<file path="config.mk">
export PLATFORM = sky130hd
export DESIGN_NAME = md_unit
export DESIGN_NICKNAME = d
export VERILOG_FILES = /design/src/rtl/md_unit.sv
export SDC_FILE = /design/constraint.sdc
export NUM_CORES = 1
export LEC_CHECK = 0
export ABC_CLOCK_PERIOD_IN_PS = 4000
export CORE_MARGIN = 5
export CORE_UTILIZATION = 59
export CTS_CLUSTER_SIZE = 30
export DETAILED_ROUTE_END_ITERATION = 7
export PLACE_DENSITY = 0.85
export SLEW_MARGIN = 20
export SYNTH_ARGS = -nofsm -noshare
export SYNTH_HDL_FRONTEND = slang
export SYNTH_SLANG_ARGS = --single-unit
</file>
<file path="constraint.sdc">
create_clock -name clk -period 4 [get_ports clk]
set_input_delay 1 -clock clk [delete_from_list [all_inputs] [get_ports clk]]
set_output_delay 1 -clock clk [all_outputs]
set_load 0.01 [all_outputs]
</file>
<file path="src/rtl/md_unit.sv">
// Iterative MIPS multiply/divide unit holding HI/LO, with hazard stall request.
// Optional macro MD_FAST_MUL_EN: single-cycle multiply in RUN (divide stays iterative).
module md_unit #(
    parameter int WIDTH = 32,
    parameter int CNT_W = 6
) (
    input  logic             clk,
    input  logic             rst_n,
    input  logic             MdStartE,
    input  logic [1:0]       MdOpE,
    input  logic             MtHiE,
    input  logic             MtLoE,
    input  logic [WIDTH-1:0] SrcAE,
    input  logic [WIDTH-1:0] SrcBE,
    input  logic             HiLoUseD,
    output logic [WIDTH-1:0] Hi,
    output logic [WIDTH-1:0] Lo,
    output logic             MdBusy,
    output logic             MdStallD,
    output logic             MdDone
);

    typedef enum logic [1:0] {S_IDLE, S_RUN, S_FIX} state_t;

    state_t               state_q;
    logic [CNT_W-1:0]     cnt_q;
    logic                 div_q;
    logic                 neg_q;
    logic                 rem_neg_q;
    logic [WIDTH-1:0]     a_q;
    logic [WIDTH-1:0]     b_q;
    logic [2*WIDTH-1:0]   acc_q;
    logic [WIDTH-1:0]     hi_q;
    logic [WIDTH-1:0]     lo_q;
    logic                 busy_q;
    logic                 done_q;

    logic                 op_signed;
    logic                 op_div;
    logic [WIDTH-1:0]     a_mag;
    logic [WIDTH-1:0]     b_mag;
    logic [2*WIDTH-1:0]   acc_d;
    logic                 run_last;
    logic [WIDTH:0]       div_shift;
    logic [WIDTH:0]       div_diff;
    logic [2*WIDTH-1:0]   prod_fix;
    logic [WIDTH-1:0]     quo_fix;
    logic [WIDTH-1:0]     rem_fix;
    logic [WIDTH-1:0]     hi_d;
    logic [WIDTH-1:0]     lo_d;
`ifndef MD_FAST_MUL_EN
    logic [WIDTH:0]       mul_sum;
`endif

    assign op_signed = ~MdOpE[0];
    assign op_div    = MdOpE[1];
    assign a_mag     = (op_signed && SrcAE[WIDTH-1]) ? -SrcAE : SrcAE;
    assign b_mag     = (op_signed && SrcBE[WIDTH-1]) ? -SrcBE : SrcBE;

    // acc_q holds {partial product high, multiplier} or {remainder, dividend/quotient}.
    always_comb begin
        div_shift = acc_q[2*WIDTH-1:WIDTH-1];
        div_diff  = div_shift - {1'b0, b_q};
`ifdef MD_FAST_MUL_EN
        run_last  = !div_q || (cnt_q == CNT_W'(WIDTH-1));
`else
        mul_sum   = {1'b0, acc_q[2*WIDTH-1:WIDTH]} + {1'b0, (acc_q[0] ? a_q : {WIDTH{1'b0}})};
        run_last  = (cnt_q == CNT_W'(WIDTH-1));
`endif
        if (div_q) begin
            if (div_diff[WIDTH])
                acc_d = {div_shift[WIDTH-1:0], acc_q[WIDTH-2:0], 1'b0};
            else
                acc_d = {div_diff[WIDTH-1:0], acc_q[WIDTH-2:0], 1'b1};
        end else begin
`ifdef MD_FAST_MUL_EN
            acc_d = {{WIDTH{1'b0}}, a_q} * {{WIDTH{1'b0}}, b_q};
`else
            acc_d = {mul_sum, acc_q[WIDTH-1:1]};
`endif
        end
    end

    // Sign restoration applied on the FIX cycle.
    always_comb begin
        prod_fix = neg_q ? -acc_q : acc_q;
        quo_fix  = neg_q ? -acc_q[WIDTH-1:0] : acc_q[WIDTH-1:0];
        rem_fix  = rem_neg_q ? -acc_q[2*WIDTH-1:WIDTH] : acc_q[2*WIDTH-1:WIDTH];
        hi_d     = div_q ? rem_fix : prod_fix[2*WIDTH-1:WIDTH];
        lo_d     = div_q ? quo_fix : prod_fix[WIDTH-1:0];
    end

    always_ff @(posedge clk) begin
        if (!rst_n) begin
            state_q   <= S_IDLE;
            cnt_q     <= '0;
            div_q     <= 1'b0;
            neg_q     <= 1'b0;
            rem_neg_q <= 1'b0;
            a_q       <= '0;
            b_q       <= '0;
            acc_q     <= '0;
            hi_q      <= '0;
            lo_q      <= '0;
            busy_q    <= 1'b0;
            done_q    <= 1'b0;
        end else begin
            done_q <= 1'b0;
            case (state_q)
                S_IDLE: begin
                    if (MdStartE) begin
                        state_q   <= S_RUN;
                        busy_q    <= 1'b1;
                        cnt_q     <= '0;
                        div_q     <= op_div;
                        // Divide by zero keeps the all-ones quotient unsigned-looking.
                        neg_q     <= op_signed && (SrcAE[WIDTH-1] ^ SrcBE[WIDTH-1])
                                     && !(op_div && (SrcBE == '0));
                        rem_neg_q <= op_signed && SrcAE[WIDTH-1];
                        a_q       <= a_mag;
                        b_q       <= b_mag;
                        acc_q     <= {{WIDTH{1'b0}}, (op_div ? a_mag : b_mag)};
                    end else begin
                        if (MtHiE) hi_q <= SrcAE;
                        if (MtLoE) lo_q <= SrcAE;
                    end
                end
                S_RUN: begin
                    acc_q <= acc_d;
                    cnt_q <= cnt_q + 1'b1;
                    if (run_last) state_q <= S_FIX;
                end
                S_FIX: begin
                    hi_q    <= hi_d;
                    lo_q    <= lo_d;
                    done_q  <= 1'b1;
                    busy_q  <= 1'b0;
                    state_q <= S_IDLE;
                end
                default: begin
                    state_q <= S_IDLE;
                    busy_q  <= 1'b0;
                end
            endcase
        end
    end

    assign Hi       = hi_q;
    assign Lo       = lo_q;
    assign MdBusy   = busy_q;
    assign MdDone   = done_q;
    assign MdStallD = busy_q && HiLoUseD;

endmodule
</file>
==> results <==
==> layer usage <==
metal,vias to the layer above,part of all wire (%),track usage (%)
met1,7875,38,47.8
li1,7707,-,-
met3,285,11,8.55
met2,1062,45,61.4
met5,-,0,0
met4,0,6.9,20.2
==> state kept, by name, indices dropped and copies added (netlist names) <==
name,cells
rem_neg_q,1
MdBusy,1
MdDone,1
b_q,32
Lo,32
acc_q,64
neg_q,1
cnt_q,6
Hi,32
div_q,1
state_q,2
a_q,32
==> worst reg2reg max path, stage by stage (launching register included) <==
cell	delay, ns
dfxtp_1	0.44
buf_4	0.22
buf_4	0.25
and2_1	0.16
ha_1	0.27
and3_1	0.21
a221o_1	0.31
a31o_2	0.27
a41oi_1	0.51
o211ai_1	0.29
a21oi_1	0.27
mux2i_1	0.25
a32o_1	0.19
==> final cells by class <==
type	count	area [um2]	share of cell area, %
tap	335	419	2.31
multi-input combinational	1630	10400	57.3
sequential	205	4110	22.6
antenna	4	10.0	0.0551
clock buffer	36	737	4.06
clock inverter	5	53.8	0.296
inverter	76	288	1.58
timing repair buffer	234	2150	11.8
==> cell usage after synthesis, drive strengths merged (10+ instances only) <==
| master | count |
|---|---|
| a211o | 10 |
| a211oi | 109 |
| a21o | 26 |
| a21oi | 218 |
| a221oi | 14 |
| a22oi | 10 |
| a311oi | 10 |
| a31oi | 24 |
| and2 | 44 |
| and3 | 11 |
| buf | 14 |
| clkbuf | 126 |
| dfxtp | 205 |
| ha | 69 |
| inv | 75 |
| mux2i | 44 |
| nand2 | 147 |
| nand2b | 13 |
| nand3 | 56 |
| nand4 | 11 |
| nor2 | 253 |
| nor2b | 20 |
| nor3 | 49 |
| nor4 | 16 |
| o211ai | 26 |
| o21ai | 106 |
| o221ai | 13 |
| o31ai | 25 |
| o41ai | 11 |
| or3 | 15 |
| or4 | 11 |
| xnor2 | 100 |
| xor2 | 64 |
==> stage by stage <==
stage,setup WS (ns),setup TNS (ns)
after global routing,0.116,0
after global placement,0.0748,0
after CTS,0.376,0
final,0.306,0
after floorplan,0.630,0
after detailed placement,-0.0254,-0.0663
==> power by group through the flow <==
stage               registers (mW)  logic [mW]  clock network, mW
finish                        2.31        1.76               2.24
global route                  2.32        1.88               2.33
floorplan                     2.32        1.09                  0
global placement              2.34        1.67                  0
CTS                           2.30        1.71               2.24
detailed placement            2.35        1.69                  0
==> worst paths after layout <==
kind                            startpoint         to  slack [ns]  cells after the start
worst max-delay path              acc_q[0]  acc_q[62]        0.31                     12
worst min-delay path               a_q[31]    a_q[31]        0.45                      2
worst max register to register    acc_q[0]  acc_q[62]        0.31                     12
worst min register to register     a_q[31]    a_q[31]        0.45                      2
==> kinds of logic (layout without fill, tap and decap cells) <==
family | Yosys count | after routing | synth area share, %
other | 0 | 4 | 0
DFF | 205 | 205 | 26.8
adders and majority gates | 71 | 71 | 5.90
muxes | 47 | 47 | 3.10
AOI/OAI and AO/OA | 671 | 671 | 28.5
buffers and inverters | 216 | 351 | 5.43
xor gates and xnor gates | 164 | 164 | 9.39
and+or+nand+nor | 677 | 677 | 20.9
==> flow_metrics.env <==
export IMPL_cp_max_fo=22
export IMPL_critPathMaxStageDelay_ns=0.51
export IMPL_layout_commonest_cell="nor2_1"
export IMPL_io_pins=139
export IMPL_ant_nets=0
export IMPL_fill_cells=2157
export IMPL_cap_violations=0
export IMPL_die_y_um=171
export IMPL_stdcell_count=2525
export IMPL_async_reset_ff_share_pct=0
export IMPL_design_die_area_mm2=0.0293
export IMPL_via_count=16900
export IMPL_fin_util_pct=70.5
export IMPL_path_class="reg -> reg"
export IMPL_hold_ws_ns=0.454
export IMPL_cts_buffers=24
export IMPL_std_cell_rows=59
export IMPL_layout_drive_gt1_share_pct=7.59
export IMPL_ys_ff_latch=205
export IMPL_swShare_pct=33.3
export IMPL_start_kind="flip-flop"
export IMPL_syn2layout_area_growth_pct=18.7
export IMPL_cts_tree="built"
export IMPL_syn_num_nets=2194
export IMPL_hold_class="reg -> reg"
export IMPL_grt_pass1_vias=15800
export IMPL_ys_seq_area_share_pct=26.8
export IMPL_avgSynthCellArea_um2=7.46
export IMPL_synth_area_leader_cell="dfxtp_1"
export IMPL_routed_wl_mm=58.6
export IMPL_grtUsageTotal_pct=38.2
export IMPL_seq_power_share_pct=36.6
export IMPL_drv_slew=0
export IMPL_cts_resized=0
export IMPL_clk_insertion_delay_late_ns=0.53
export IMPL_die_x_um=171
export IMPL_final_nets=2314
export IMPL_dr_pass1_iters=6
export IMPL_core_mm2=0.0258
export IMPL_period_minus_slack_ns=3.69
export IMPL_antenna_found_initial=2
export IMPL_relSlewSlack_pct=34.0
export IMPL_ys_warn_count=0
export IMPL_ys_types=76
export IMPL_finalSetupViolCount=0
export IMPL_post_cts_hold_buffer_count=0
export IMPL_placedCellCount=2480
export IMPL_power_leakage_nw=7.26
export IMPL_p_int_mw=4.20
export IMPL_placed_cell_area_mm2=0.0174
export IMPL_fin_skew_ns=0.0136
export IMPL_vias_per_cell=6.70
export IMPL_gp_congestion=1.03
export IMPL_cts_root_buf="clkbuf_16"
export IMPL_first_iter_violations=2286
export IMPL_port_buffers=138
export IMPL_cts_sinks=205
export IMPL_timing_final_hold_violations=0
export IMPL_synth_edf_count=0
export IMPL_slowest_stage="a41oi_1"
export IMPL_critPathTopFamily="compound AO/OA/AOI/OAI gates"
export IMPL_final_period_utilization_pct=92.4
export IMPL_drc=0
export IMPL_clkTransAtPathRegs_ns=0.06
export IMPL_cts_max_path_buffers=3
export IMPL_crit_buf_inv=2
export IMPL_stdcell_area_mm2=0.0182
export IMPL_fmaxAchievable_ghz=0.271
export IMPL_powerDensity_mw_per_mm2=347
export IMPL_worstMarginPinSlew_ns=0.990
export IMPL_ys_flop_type="dfxtp_1"
export IMPL_hpwl_mm=44.7
export IMPL_grt_max_degree=101
export IMPL_path_cells="buf_4, buf_4, and2_1, ha_1, and3_1, a221o_1, a31o_2, a41oi_1, o211ai_1, a21oi_1, mux2i_1, a32o_1"
export IMPL_yosys_top_cells_area="dfxtp_1 (27%), a21oi_1 (7.1%), nor2_1 (6.2%)"
export IMPL_end_kind="flip-flop"
export IMPL_wire_per_inst_um=23.2
export IMPL_power_mw=6.31
export IMPL_final_cell_mix="nor2_1 (251), a21oi_1 (218), dfxtp_1 (204)"
export IMPL_status="finished, final reports clean"
export IMPL_start_util_pct=59.4
export IMPL_syn_inst=2051
export IMPL_switchingPower_mw=2.10
export IMPL_grt_pass1_wl_mm=88.1
export IMPL_synthDominantCellAreaShare_pct=26.8
export IMPL_postCtsSetupBuffers=0
export IMPL_cts_max_level=1
export IMPL_path_common_cell="buf_4"
export IMPL_netlist_area_mm2=0.0153
export IMPL_worst_ep_required_time_ns=4.47
export IMPL_clkPwrFrac_pct=35.5
export IMPL_worst_ep_arrival_time_ns=4.16
export IMPL_irDropWorstVdd_uv=364
export IMPL_overflow=0
export IMPL_rsz0062_at_grt="no"
export IMPL_p_comb_share_pct=27.9
Power figures use the tool's default switching activity.
==> patch 1 (same flow settings) <==
Change the parameter `CNT_W` from 6 to 8.
--- a/src/rtl/md_unit.sv
+++ b/src/rtl/md_unit.sv
@@ -3,5 +3,5 @@
 module md_unit #(
     parameter int WIDTH = 32,
-    parameter int CNT_W = 6
+    parameter int CNT_W = 8
 ) (
     input  logic             clk,
Function: same outputs for any inputs over 4 cycles, from zero or initial values and one cycle with rst_n low; that may be too few to reach the edited logic, so the function may still have changed.
==> patch 1 against the original RTL <==
- the flow now finishes with violations (design-rule violations)
- first-iteration DRC count down 0.74%
- hold slack better by 5.8 ps
- final area up 0.93%
- worst setup slack worse by 77 ps
- sequential cell count up 2
- core utilization up 0.25 points
- power up 2.3%
- global-route usage down 1.9 points
- wire length down 5.5%
- synthesized area up 0.75%
- critical endpoint is now acc_q[23]$_SDFFE_PN0P_
- largest power group is now the clock network
==> patch 1: results (changes against the original RTL) <==
[grt]
grt_pass1_wl_um = 85300  ; -3.1%
met3_usage_pct = 6.96  ; -1.6 points
grt_max_degree = 140  ; +39%
grtUsageTotal_pct = 36.3  ; -1.9 points
use_met1_pct = 49.3  ; +1.4 points

[yosys]
synthAdderAreaFrac_pct = 5.86  ; -0.044 points
synthMuxAreaShare_pct = 2.74  ; -0.36 points
yosys.area_share.xor_xnor_pct = 9.43  ; +0.044 points
synth_common_cells = 229 x nand2_1, 216 x a21oi_1, 207 x dfxtp_1
synth_compound_area_share_pct = 27.5  ; -0.95 points
ys_seq_area_share_pct = 26.9  ; +0.059 points
ys_types = 78  ; +2.6%
syn_inst = 2068  ; +0.83%

[routing]
wl_met1_um = 22200  ; +0.87%
met2_length_um = 24000  ; -8.5%
drc = 2  ; +2
met3_length_um = 6550  ; +2.7%
wirelength_um = 55300  ; -5.5%
via_per_inst = 6.49  ; -3.1%

[pwr]
ir_worst_vdd_uv = 317  ; -13%
p_switching_uw = 2080  ; -1.1%
p_leak_uw = 0.00775  ; +6.7%
cellPowerDensity_mw_per_mm2 = 352  ; +1.4%

[place]
hpwl_um = 41300  ; -7.6%
pre_cts_ws_ps = -253  ; -227 ps
placed_cell_area_sq_mm = 0.0175  ; +0.57%
gp_congestion = 1.00  ; -2.3%
dp_cells = 2494  ; +0.56%

[final_layout]
multi_input_area_share_pct = 57.3  ; +0.073 points
fin_nets = 2328  ; +0.61%
buf_share_pct = 11.7  ; -0.19 points
multi_input_cells = 1653  ; +1.4%
seq_area_sq_mm = 0.00415  ; +0.98%
clk_share_pct = 4.74  ; +0.39 points
clock_buffers = 31  ; -14%
signal_buffers = 233  ; -0.43%
n_fill_cell = 2112  ; -2.1%
inv_count = 66  ; -13%
drive_above_1_share_pct = 8.08  ; +0.49 points

[critical_path]
r2r_end = acc_q[50]$_SDFFE_PN0P_
r2r_cells = 14  ; +2
r2r-start = acc_q[31]$_SDFFE_PN0P_
slowest_delay_ps = 580  ; +70 ps
crit_arrival_ps = 4190  ; +30 ps
reg2reg_slack_ps = 240  ; -70 ps
critical_path.top_delay_family = simple AND/OR/NAND/NOR gates
cp_max_fo = 5  ; -77%
crit_start = SrcAE[9]

[sta]
skew_ps = 10.2  ; -3.42 ps
whs_ps = 460  ; +5.82 ps
fmax_mhz = 265  ; -2.0%
slew_headroom_pct = 30.0  ; -4.0 points

[status]
status = complete, but fails checks
violations = design-rule violations

[clocking]
cts_num_sinks = 207  ; +0.98%

[min_path]
min_to = Hi[19]$_SDFFE_PN0P_

[patch 1: changes by cell type after synthesis, moves of 14 or more]
cell,before,now
nand3_1,56,31
nor2_1,253,189
nand2_1,147,229
nor2b_1,20,49
nor3_1,49,35
o21ai_0,105,144
o211a_1,1,45
xnor2_1,100,73
xor2_1,64,93
a211oi_1,109,43
[patch 1: power by group through the flow]
stage	clock, uW	combinational (uW)	sequential [uW]
floorplan	0	1050	2330
global placement	0	1560	2370
detailed placement	0	1590	2370
CTS	2460	1600	2330
global route	2550	1770	2350
finish	2470	1650	2330
[patch 1: stage by stage]
| step | power (uW) | TNS, ps |
|---|---|---|
| 3_3_place_gp | 3930 | -1110 |
| 6_report | 6450 | 0 |
| 4_1_cts | 6390 | 0 |
| 2_1_floorplan | 3370 | 0 |
| 3_5_place_dp | 3960 | -1480 |
| 5_1_grt | 6670 | 0 |
==> patch 2 (same flow settings) <==
Made on the original files. Reset style: asynchronous (`rst_n`), changed in one clocked block.
--- a/src/rtl/md_unit.sv
+++ b/src/rtl/md_unit.sv
@@ -91,5 +91,5 @@
     end
 
-    always_ff @(posedge clk) begin
+    always_ff @(posedge clk or negedge rst_n) begin
         if (!rst_n) begin
             state_q   <= S_IDLE;
Behaviour: differs if rst_n is asserted again (counterexample within 4 cycles, from zero or initial values and one cycle with rst_n low); with rst_n held inactive, the same outputs for 10 cycles.
==> patch 2 against the original RTL <==
- worst setup slack got worse by 210 ps
- wire length decreased by 3.4%
- sequential cell count unchanged
- final area increased by 5.0%
- fmax decreased by 5.5%
- synthesized area increased by 3.8%
Power is not compared: it rests on default switching activity, and its combinational part moved more than twofold at a synthesized area within 25%.
==> patch 2: results (changes against the original RTL) <==
[grt]
grt_pass1_wl_um = 88200  ; about the same
antenna_found_initial = 0  ; -2
grt_max_degree = 90  ; -11%

[yosys]
ys_types = 83  ; +9.2%
netlist_top_cells_area = dfrtp_1 32%, o21ai_0 7.1%, nand2_1 5.9%
synthArstFlopShare_pct = 100  ; +100 points
avgSynthCellArea_sq_um = 8.06  ; +8.0%
syn_nets = 2114  ; -3.6%
ys_seq_area_share_pct = 32.3  ; +5.5 points
synthFlopType = dfrtp_1

[critical_path]
r2r_end = acc_q[37]$_DFFE_PN0P_
cp_max_fo = 23  ; +4.5%
reg2reg_slack_ps = 90  ; -210 ps
r2r-start = acc_q[31]$_DFFE_PN0P_
r2r_cells = 16  ; +4

[place]
dp_cells = 2438  ; -1.7%
hpwl_um = 42600  ; -4.7%
placed_cell_area_sq_mm = 0.0182  ; +4.6%
gp_congestion = 1.08  ; +5.3%

[final_layout]
drive_above_1_share_pct = 9.20  ; +1.6 points
antenna_cells = 0  ; -4
fin_nets = 2267  ; -2.0%
stdcell_count = 2483  ; -1.7%

[routing]
dr_total_vias = 16500  ; -2.8%
drt_iter0_drc = 1948  ; -15%
wirelength_um = 56600  ; -3.4%

[sta]
skew_ps = 20.3  ; +6.74 ps
tightest_slew_ps = 1050  ; +62.4 ps

[min_path]
holdCritStartpoint = Lo[20]$_DFFE_PN0P_

[status]
status = finished, final reports clean

[clocking]
cts_buffers = 25  ; +4.2%

## patch 2: cell types whose count changed in the layout (fill, tap and decap cells not counted), sizes merged, moves of 31 or more
cell | before | now
dfxtp | 205 | 0
nor2 | 253 | 168
mux2i | 44 | 82
nand2 | 147 | 250
nand3 | 56 | 25
o21ai | 106 | 226
a21oi | 218 | 134
dfrtp | 0 | 205
a211oi | 109 | 13
## patch 2: layout make-up
class	instances	area, sq um
Clock inverter	13	203
Sequential cell	205	5130
Inverter	65	244
Clock buffer	32	712
Fill cell	2082	7660
Timing Repair Buffer	253	2270
Multi-Input combinational cell	1574	10100
Tap cell	341	427
## patch 2: power by group through the flow
| stage | logic, uW | clock network (uW) | registers (uW) |
|---|---|---|---|
| after floorplan | 7400 | 0 | 3880 |
| after global placement | 10500 | 0 | 4120 |
| final | 11200 | 2540 | 4190 |
| after CTS | 11000 | 2530 | 4140 |
| after detailed placement | 10900 | 0 | 4170 |
| after global routing | 12200 | 2630 | 4270 |
## patch 2: logic make-up (layout without fill, tap and decap cells)
family,after synthesis,count (layout),share of synthesized area [%]
compound gates,601,601,23.5
xor+xnor,168,168,9.31
fa+ha+maj,71,71,5.69
buf+inv,192,363,4.59
flops,205,205,32.3
mux,88,88,5.59
simple gates,646,646,19.0
## patch 2: worst max-delay path by stage
stage | start | end | slack, ps
after global placement | SrcAE[9] | acc_q[29]$_DFFE_PN0P_ | -160
final | acc_q[31]$_DFFE_PN0P_ | acc_q[37]$_DFFE_PN0P_ | 90
after detailed placement | SrcAE[9] | acc_q[29]$_DFFE_PN0P_ | -240
after CTS | acc_q[31]$_DFFE_PN0P_ | acc_q[37]$_DFFE_PN0P_ | 180
after floorplan | SrcAE[9] | acc_q[29]$_DFFE_PN0P_ | 470
after global routing | acc_q[31]$_DFFE_PN0P_ | acc_q[37]$_DFFE_PN0P_ | 10
## patch 2: worst max-delay path, stage by stage (launching register included)
cell and delay (ps):
dfrtp_1 420, inv_1 110, ha_1 240, fa_1 210, nand2b_1 140, a21oi_1 120
o211ai_1 370, o211ai_1 140, buf_4 170, a2111o_1 480, o41ai_2 290, buf_4 200
xnor2_4 120, buf_12 210, buf_4 220, mux2i_1 190, o21ai_0 110
## patch 2: metrics by stage
stage	hold WS, ps	worst slack, ps	total power (uW)
2_1_floorplan	442	469	11300
3_3_place_gp	456	-159	14700
3_5_place_dp	468	-242	15000
4_1_cts	482	180	17700
5_1_grt	499	12.6	19100
6_report	476	91.1	17900
## patch 2: routing by layer
layer / track usage [%] / vias up / wire [um]
li1: - / 7339 / -
met1: 44.9 / 7798 / 21100
met2: 58.9 / 1051 / 25900
met3: 6.83 / 269 / 5520
met4: 20.3 / 0 / 4000
met5: 0.962 / - / 0
